--- config.mk ---
export PLATFORM = sky130hd
export DESIGN_NAME = handshake_datagram_receiver
export DESIGN_NICKNAME = d
export VERILOG_FILES = /design/src/rtl/handshake_datagram_receiver_pkg.sv /design/src/rtl/handshake_datagram_receiver_req_sync.sv /design/src/rtl/handshake_datagram_receiver.sv
export SDC_FILE = /design/constraint.sdc
export NUM_CORES = 1
export LEC_CHECK = 0
export CAP_MARGIN = 20
export CORE_MARGIN = 2
export CORE_UTILIZATION = 53
export CTS_BUF_LIST = sky130_fd_sc_hd__clkbuf_8
export DETAILED_ROUTE_END_ITERATION = 8
export DONT_BUFFER_PORTS = 1
export GPL_TIMING_DRIVEN = 0
export HOLD_SLACK_MARGIN = 0.12
export PLACE_DENSITY = 0.68
export SYNTH_ARGS = -nofsm -noshare
export SYNTH_HDL_FRONTEND = slang
export SYNTH_SLANG_ARGS = --single-unit
--- constraint.sdc ---
create_clock -name i_clk -period 2.5 [get_ports i_clk]
set_clock_uncertainty 0.05 [all_clocks]
set_input_delay 0.75 -clock i_clk [delete_from_list [all_inputs] [get_ports i_clk]]
set_output_delay 0.75 -clock i_clk [all_outputs]
set_load 0.01 [all_outputs]
--- src/rtl/handshake_datagram_receiver_pkg.sv ---
// Shared constants and types for the REQ/ACK datagram link.
// Used by both ends of the link so chunk sizing always agrees.
package handshake_datagram_receiver_pkg;

  localparam int MESSAGE_SIZE = 24;
  localparam int CHUNK_W      = 6;

  function automatic int calc_num_chunks(input int n, input int w);
    return (n + w - 1) / w;
  endfunction

  localparam int NUM_CHUNKS = calc_num_chunks(MESSAGE_SIZE, CHUNK_W);

  typedef enum logic {
    IDLE = 1'b0,
    HOLD = 1'b1
  } state_t;

endpackage

--- src/rtl/handshake_datagram_receiver_req_sync.sv ---
// Multi-flop synchroniser for a single asynchronous level (REQ or ACK).
// Synchronous active-low reset clears the whole chain.
module req_synchronizer #(
  parameter int SYNC_STAGES = 2
) (
  input  logic i_clk,
  input  logic i_rst_n,
  input  logic i_async,
  output logic o_sync
);

  logic [SYNC_STAGES-1:0] r_chain;

  always_ff @(posedge i_clk) begin
    if (!i_rst_n) begin
      r_chain <= '0;
    end else begin
      r_chain <= {r_chain[SYNC_STAGES-2:0], i_async};
    end
  end

  assign o_sync = r_chain[SYNC_STAGES-1];

endmodule

--- src/rtl/handshake_datagram_receiver.sv ---
// Receiving end of the four-phase REQ/ACK chunk link: captures one chunk per
// handshake, reassembles MSB-first into an N-bit datagram, drops stale frames.
module handshake_datagram_receiver
  import handshake_datagram_receiver_pkg::*;
#(
  parameter int N           = handshake_datagram_receiver_pkg::MESSAGE_SIZE,
  parameter int CHUNK_W     = handshake_datagram_receiver_pkg::CHUNK_W,
  parameter int SYNC_STAGES = 2,
  parameter int GAP_CYCLES  = 1024
) (
  input  logic               i_clk,
  input  logic               i_rst_n,
  input  logic               i_req,
  input  logic [CHUNK_W-1:0] i_din,
  output logic               o_ack,
  output logic [N-1:0]       o_datagram,
  output logic               o_datagram_valid,
  output logic               o_frame_err
);

  localparam int NCH   = calc_num_chunks(N, CHUNK_W);
  localparam int IDX_W = (NCH > 1) ? $clog2(NCH) : 1;
  localparam int GAP_W = $clog2(GAP_CYCLES + 1);
  localparam logic [IDX_W-1:0] LAST_IDX = IDX_W'(NCH - 1);
  localparam logic [GAP_W-1:0] GAP_LAST = GAP_W'(GAP_CYCLES - 1);

  logic             w_req_s;
  logic [N-1:0]     w_shift_next;
  state_t           r_state;
  logic [IDX_W-1:0] r_idx;
  logic [GAP_W-1:0] r_gap;
  logic [N-1:0]     r_shift;

  req_synchronizer #(.SYNC_STAGES(SYNC_STAGES)) u_req_sync (
    .i_clk   (i_clk),
    .i_rst_n (i_rst_n),
    .i_async (i_req),
    .o_sync  (w_req_s)
  );

  // Slot gi holds chunk NCH-1-gi; the top slot may be narrower than CHUNK_W.
  generate
    for (genvar gi = 0; gi < NCH; gi++) begin : g_slot
      localparam int LO = gi * CHUNK_W;
      localparam int HI = (LO + CHUNK_W > N) ? N - 1 : LO + CHUNK_W - 1;
      assign w_shift_next[HI:LO] = (r_idx == IDX_W'(NCH - 1 - gi)) ?
                                   i_din[HI-LO:0] : r_shift[HI:LO];
    end
  endgenerate

  always_ff @(posedge i_clk) begin
    if (!i_rst_n) begin
      r_state          <= IDLE;
      r_idx            <= '0;
      r_gap            <= '0;
      r_shift          <= '0;
      o_ack            <= 1'b0;
      o_datagram       <= '0;
      o_datagram_valid <= 1'b0;
      o_frame_err      <= 1'b0;
    end else begin
      o_datagram_valid <= 1'b0;
      o_frame_err      <= 1'b0;
      case (r_state)
        IDLE: begin
          // A timeout takes priority; a pending REQ is then taken as chunk 0.
          if (r_idx != '0 && r_gap == GAP_LAST) begin
            r_idx       <= '0;
            r_gap       <= '0;
            r_shift     <= '0;
            o_frame_err <= 1'b1;
          end else if (w_req_s) begin
            r_shift <= w_shift_next;
            r_gap   <= '0;
            r_state <= HOLD;
            o_ack   <= 1'b1;
            if (r_idx == LAST_IDX) begin
              r_idx            <= '0;
              o_datagram       <= w_shift_next;
              o_datagram_valid <= 1'b1;
            end else begin
              r_idx <= r_idx + 1'b1;
            end
          end else if (r_idx != '0) begin
            r_gap <= r_gap + 1'b1;
          end
        end
        HOLD: begin
          if (!w_req_s) begin
            r_state <= IDLE;
            o_ack   <= 1'b0;
          end
        end
        default: begin
          r_state <= IDLE;
          o_ack   <= 1'b0;
        end
      endcase
    end
  end

endmodule

==> key figures <==
Run status
  • Outcome: finished, final reports clean

Setup path
  • Worst R2R Setup Slack: between 0.1 and 0.15 ns
  • CP Buf/Inv Count: 3
  • Worst Path Required: approximately 2.7 ns
  • CP cell instances: inv_1 -> ha_1 -> buf_6 -> or3b_4 -> o41a_4 -> and2_4 -> buf_2 -> o211a_1
  • CP startpoint: r_idx[0]$_SDFFE_PN0P_
  • Startpoint Class: register
  • Top delay family on crit path: compound AO/OA/AOI/OAI gates
  • Critical path arrival: 2.56 ns
  • Crit path capture type: register
  • Setup crit end: o_datagram[12]$_SDFFE_PN0P_
  • CP Max Fanout: 10
  • R2R depth: 8
  • WS Path Type: register to register
  • CP Depth: 8
  • Reg2Reg Capture Point: o_datagram[12]$_SDFFE_PN0P_
  • Crit-path slowest cell: o41a_4
  • Largest stage delay, worst path: 0.41 ns
  • FF-to-FF Start: r_idx[0]$_SDFFE_PN0P_

Clock network
  • Clk root buf: clkbuf_8
  • CTS sink count: slightly above 60
  • Max H-tree Level: 3
  • Postcts setup bufs: 0
  • CTS Hold Bufs: 0
  • CTS tree: built
  • Clk slew on worst S/H paths: 0.07 ns
  • Inserted Clock Buffers: 9
  • Clk buf depth: 2
  • Clock Latency Late Sink: approximately 0.33 ns
  • Post-CTS Resized: 0

Power
  • Maximum VDD drop: 0.463 mV
  • Power Density: between 600 and 700 nW/um^2
  • LEAKAGE: 1.21 nW

Synth
  • Main synth FF type: dfxtp_1
  • Syn Nets: 268
  • Sequential share of the synthesized area: 47.5%
  • Cell taking the most area after synthesis: dfxtp_1
  • Most common cell in the netlist: dfxtp_1
  • Yosys warning count: 0
  • Synth Cell Area: 2570 um^2
  • Synthesized instance count: around 250
  • Syn avg cell area: 10.1 um^2
  • Top cell type's share of synthesized area: 47.5%
  • #FFs+latches synth: slightly above 60
  • Ys async rst share: 0%
  • Commonest cells in the netlist: 61 x dfxtp_1, 24 x mux2i_1, 23 x nand3_1, 20 x nand2_1, 18 x o211a_1
  • Synth area leaders: dfxtp_1 47%, mux2i_1 9.3%, o211a_1 7.0%
  • Distinct cells, synth: 37
  • Post-synth EDFFs: 0

Detailed routing
  • Total wire length: 5420 um
  • Wirelength per Cell: 16.7 um
  • Final antenna-violating net count: 0
  • Drt pass-1 iters: 4
  • Vias/cell: just over 6
  • Vias: 1977
  • DRC: 0
  • Initial DRC count: approximately 110

STA
  • Final min period: 2.38 ns
  • Final setup vio count: 0
  • Sum of negative setup slack: 0 ns
  • Slew Limit Fails: 0
  • RSZ-0062 raised after global routing: no
  • Worst-margin pin slew: 0.869 ns
  • Highest clock rate: approximately 420 MHz
  • Final Hold Violating Endpoints: 0
  • Final cycle utilization of the critical path: 95.4%
  • Worst relative slew slack: around two fifths

Floorplanning
  • Die width: 73.7 um
  • Core area: 4690 um^2
  • # rows: 25
  • Die area: 5430 um^2
  • Starting Density: 54.8%
  • Ports: 36
  • Die H: 73.7 um

Finish
  • Antenna Cells: 0
  • Layout cells sized above 1: under 10%
  • Finished Cell Area: approximately 2900 um^2
  • Filler instances: a little over 400
  • Layout area overhead: 11.1%
  • Fin nets: 279
  • Util after Layout: 60.9%

Place
  • Routability Congestion: between 0.7 and 0.8
  • # port buffers: 0
  • Post-DP HPWL: 3910 um
  • Area post-placement: between 2000 and 3000 um^2

Flow run
  • Max Cap Violations: 0

GRT
  • Initial antenna violation count: 0
  • Vias in the first global route: 1798
  • Global-route wire length before repair: around 8900 um
  • Gr usage total: 22.0%
  • Grt total ovfl: 0
  • Largest net degree at the start of global routing: 11

Worst hold path
  • Hold Crit Class: register to register
[cells by family (layout without fill, tap and decap cells)]
logic type | count (synthesis) | after routing | share of synthesized area [%]
and+or+nand+nor | 84 | 84 | 16.8
buffers and inverters | 23 | 39 | 4.33
muxes | 24 | 24 | 9.34
AOI/OAI and AO/OA | 49 | 49 | 16.9
xor gates and xnor gates | 8 | 8 | 2.72
adders and majority gates | 5 | 5 | 2.43
DFF | 61 | 61 | 47.5
[worst min-delay path by stage]
| stage | from | slack, ns | cells after the start | end |
|---|---|---|---|---|
| after floorplan | u_req_sync.r_chain[0]$_SDFF_PN0_ | 0.36 | 1 | u_req_sync.r_chain[1]$_SDFF_PN0_ |
| after global placement | u_req_sync.r_chain[0]$_SDFF_PN0_ | 0.39 | 1 | u_req_sync.r_chain[1]$_SDFF_PN0_ |
| after detailed placement | u_req_sync.r_chain[0]$_SDFF_PN0_ | 0.39 | 1 | u_req_sync.r_chain[1]$_SDFF_PN0_ |
| after CTS | u_req_sync.r_chain[0]$_SDFF_PN0_ | 0.40 | 1 | u_req_sync.r_chain[1]$_SDFF_PN0_ |
| after global routing | u_req_sync.r_chain[0]$_SDFF_PN0_ | 0.41 | 1 | u_req_sync.r_chain[1]$_SDFF_PN0_ |
| final | u_req_sync.r_chain[0]$_SDFF_PN0_ | 0.39 | 1 | u_req_sync.r_chain[1]$_SDFF_PN0_ |
[where the power goes]
part           switching [mW]  internal [mW]
clock network           0.370          0.537
logic                  0.0595         0.0330
registers             0.00862          0.982
[layout by cell type (no fill, tap or decap), types with 2 or more instances in the layout]
cell type,n
nand4_1,3
xnor2_1,7
buf_1,2
a32o_1,6
o211a_1,18
a211oi_1,2
dfxtp_1,61
nor2b_1,2
o21ai_0,5
buf_2,2
nand2_1,20
clkbuf_8,12
nand3_1,23
nor3_1,2
and2_1,2
mux2i_1,24
ha_1,5
clkbuf_1,12
or3_1,5
nor4_1,4
o2bb2ai_1,12
a21oi_1,4
inv_1,5
nor2_1,12
buf_6,3
[state kept, by name, indices dropped and copies added, names as in the netlist]
signal and cells:
o_ack 1, o_datagram_valid 1, r_shift 18, u_req_sync.r_chain 2, o_frame_err 1, r_state 1
r_idx 2, r_gap 11, o_datagram 24
[layout make-up]
| cell class | count | area, um^2 | area share, % |
|---|---|---|---|
| clock inverters | 4 | 46.3 | 1.62 |
| inverters | 4 | 15.0 | 0.525 |
| plain buffers | 19 | 96.3 | 3.37 |
| flip-flops and latches | 61 | 1220 | 42.7 |
| multi-input cells | 170 | 1250 | 43.6 |
| well taps | 54 | 67.6 | 2.36 |
| clock buffers | 12 | 165 | 5.78 |
[metrics by stage]
stage | instances | worst slack [ns] | power [mW] | hold WS (ns)
3_3_place_gp | 308 | 0.135 | 1.10 | 0.386
4_1_cts | 324 | 0.0779 | 2.01 | 0.402
3_5_place_dp | 308 | 0.0933 | 1.11 | 0.391
5_1_grt | 324 | 0.0424 | 2.05 | 0.406
2_1_floorplan | 254 | 0.303 | 1.08 | 0.362
6_report | 324 | 0.115 | 1.99 | 0.390
[layer usage]
metal | up-vias | global-route usage (%) | routed length, um
li1 | 955 | - | -
met1 | 955 | 30.4 | 2570
met2 | 57 | 31.6 | 2440
met3 | 10 | 5.21 | 299
met4 | 0 | 11.5 | 114
met5 | - | 0 | 0
No activity file was read; power rests on OpenSTA's default activity.
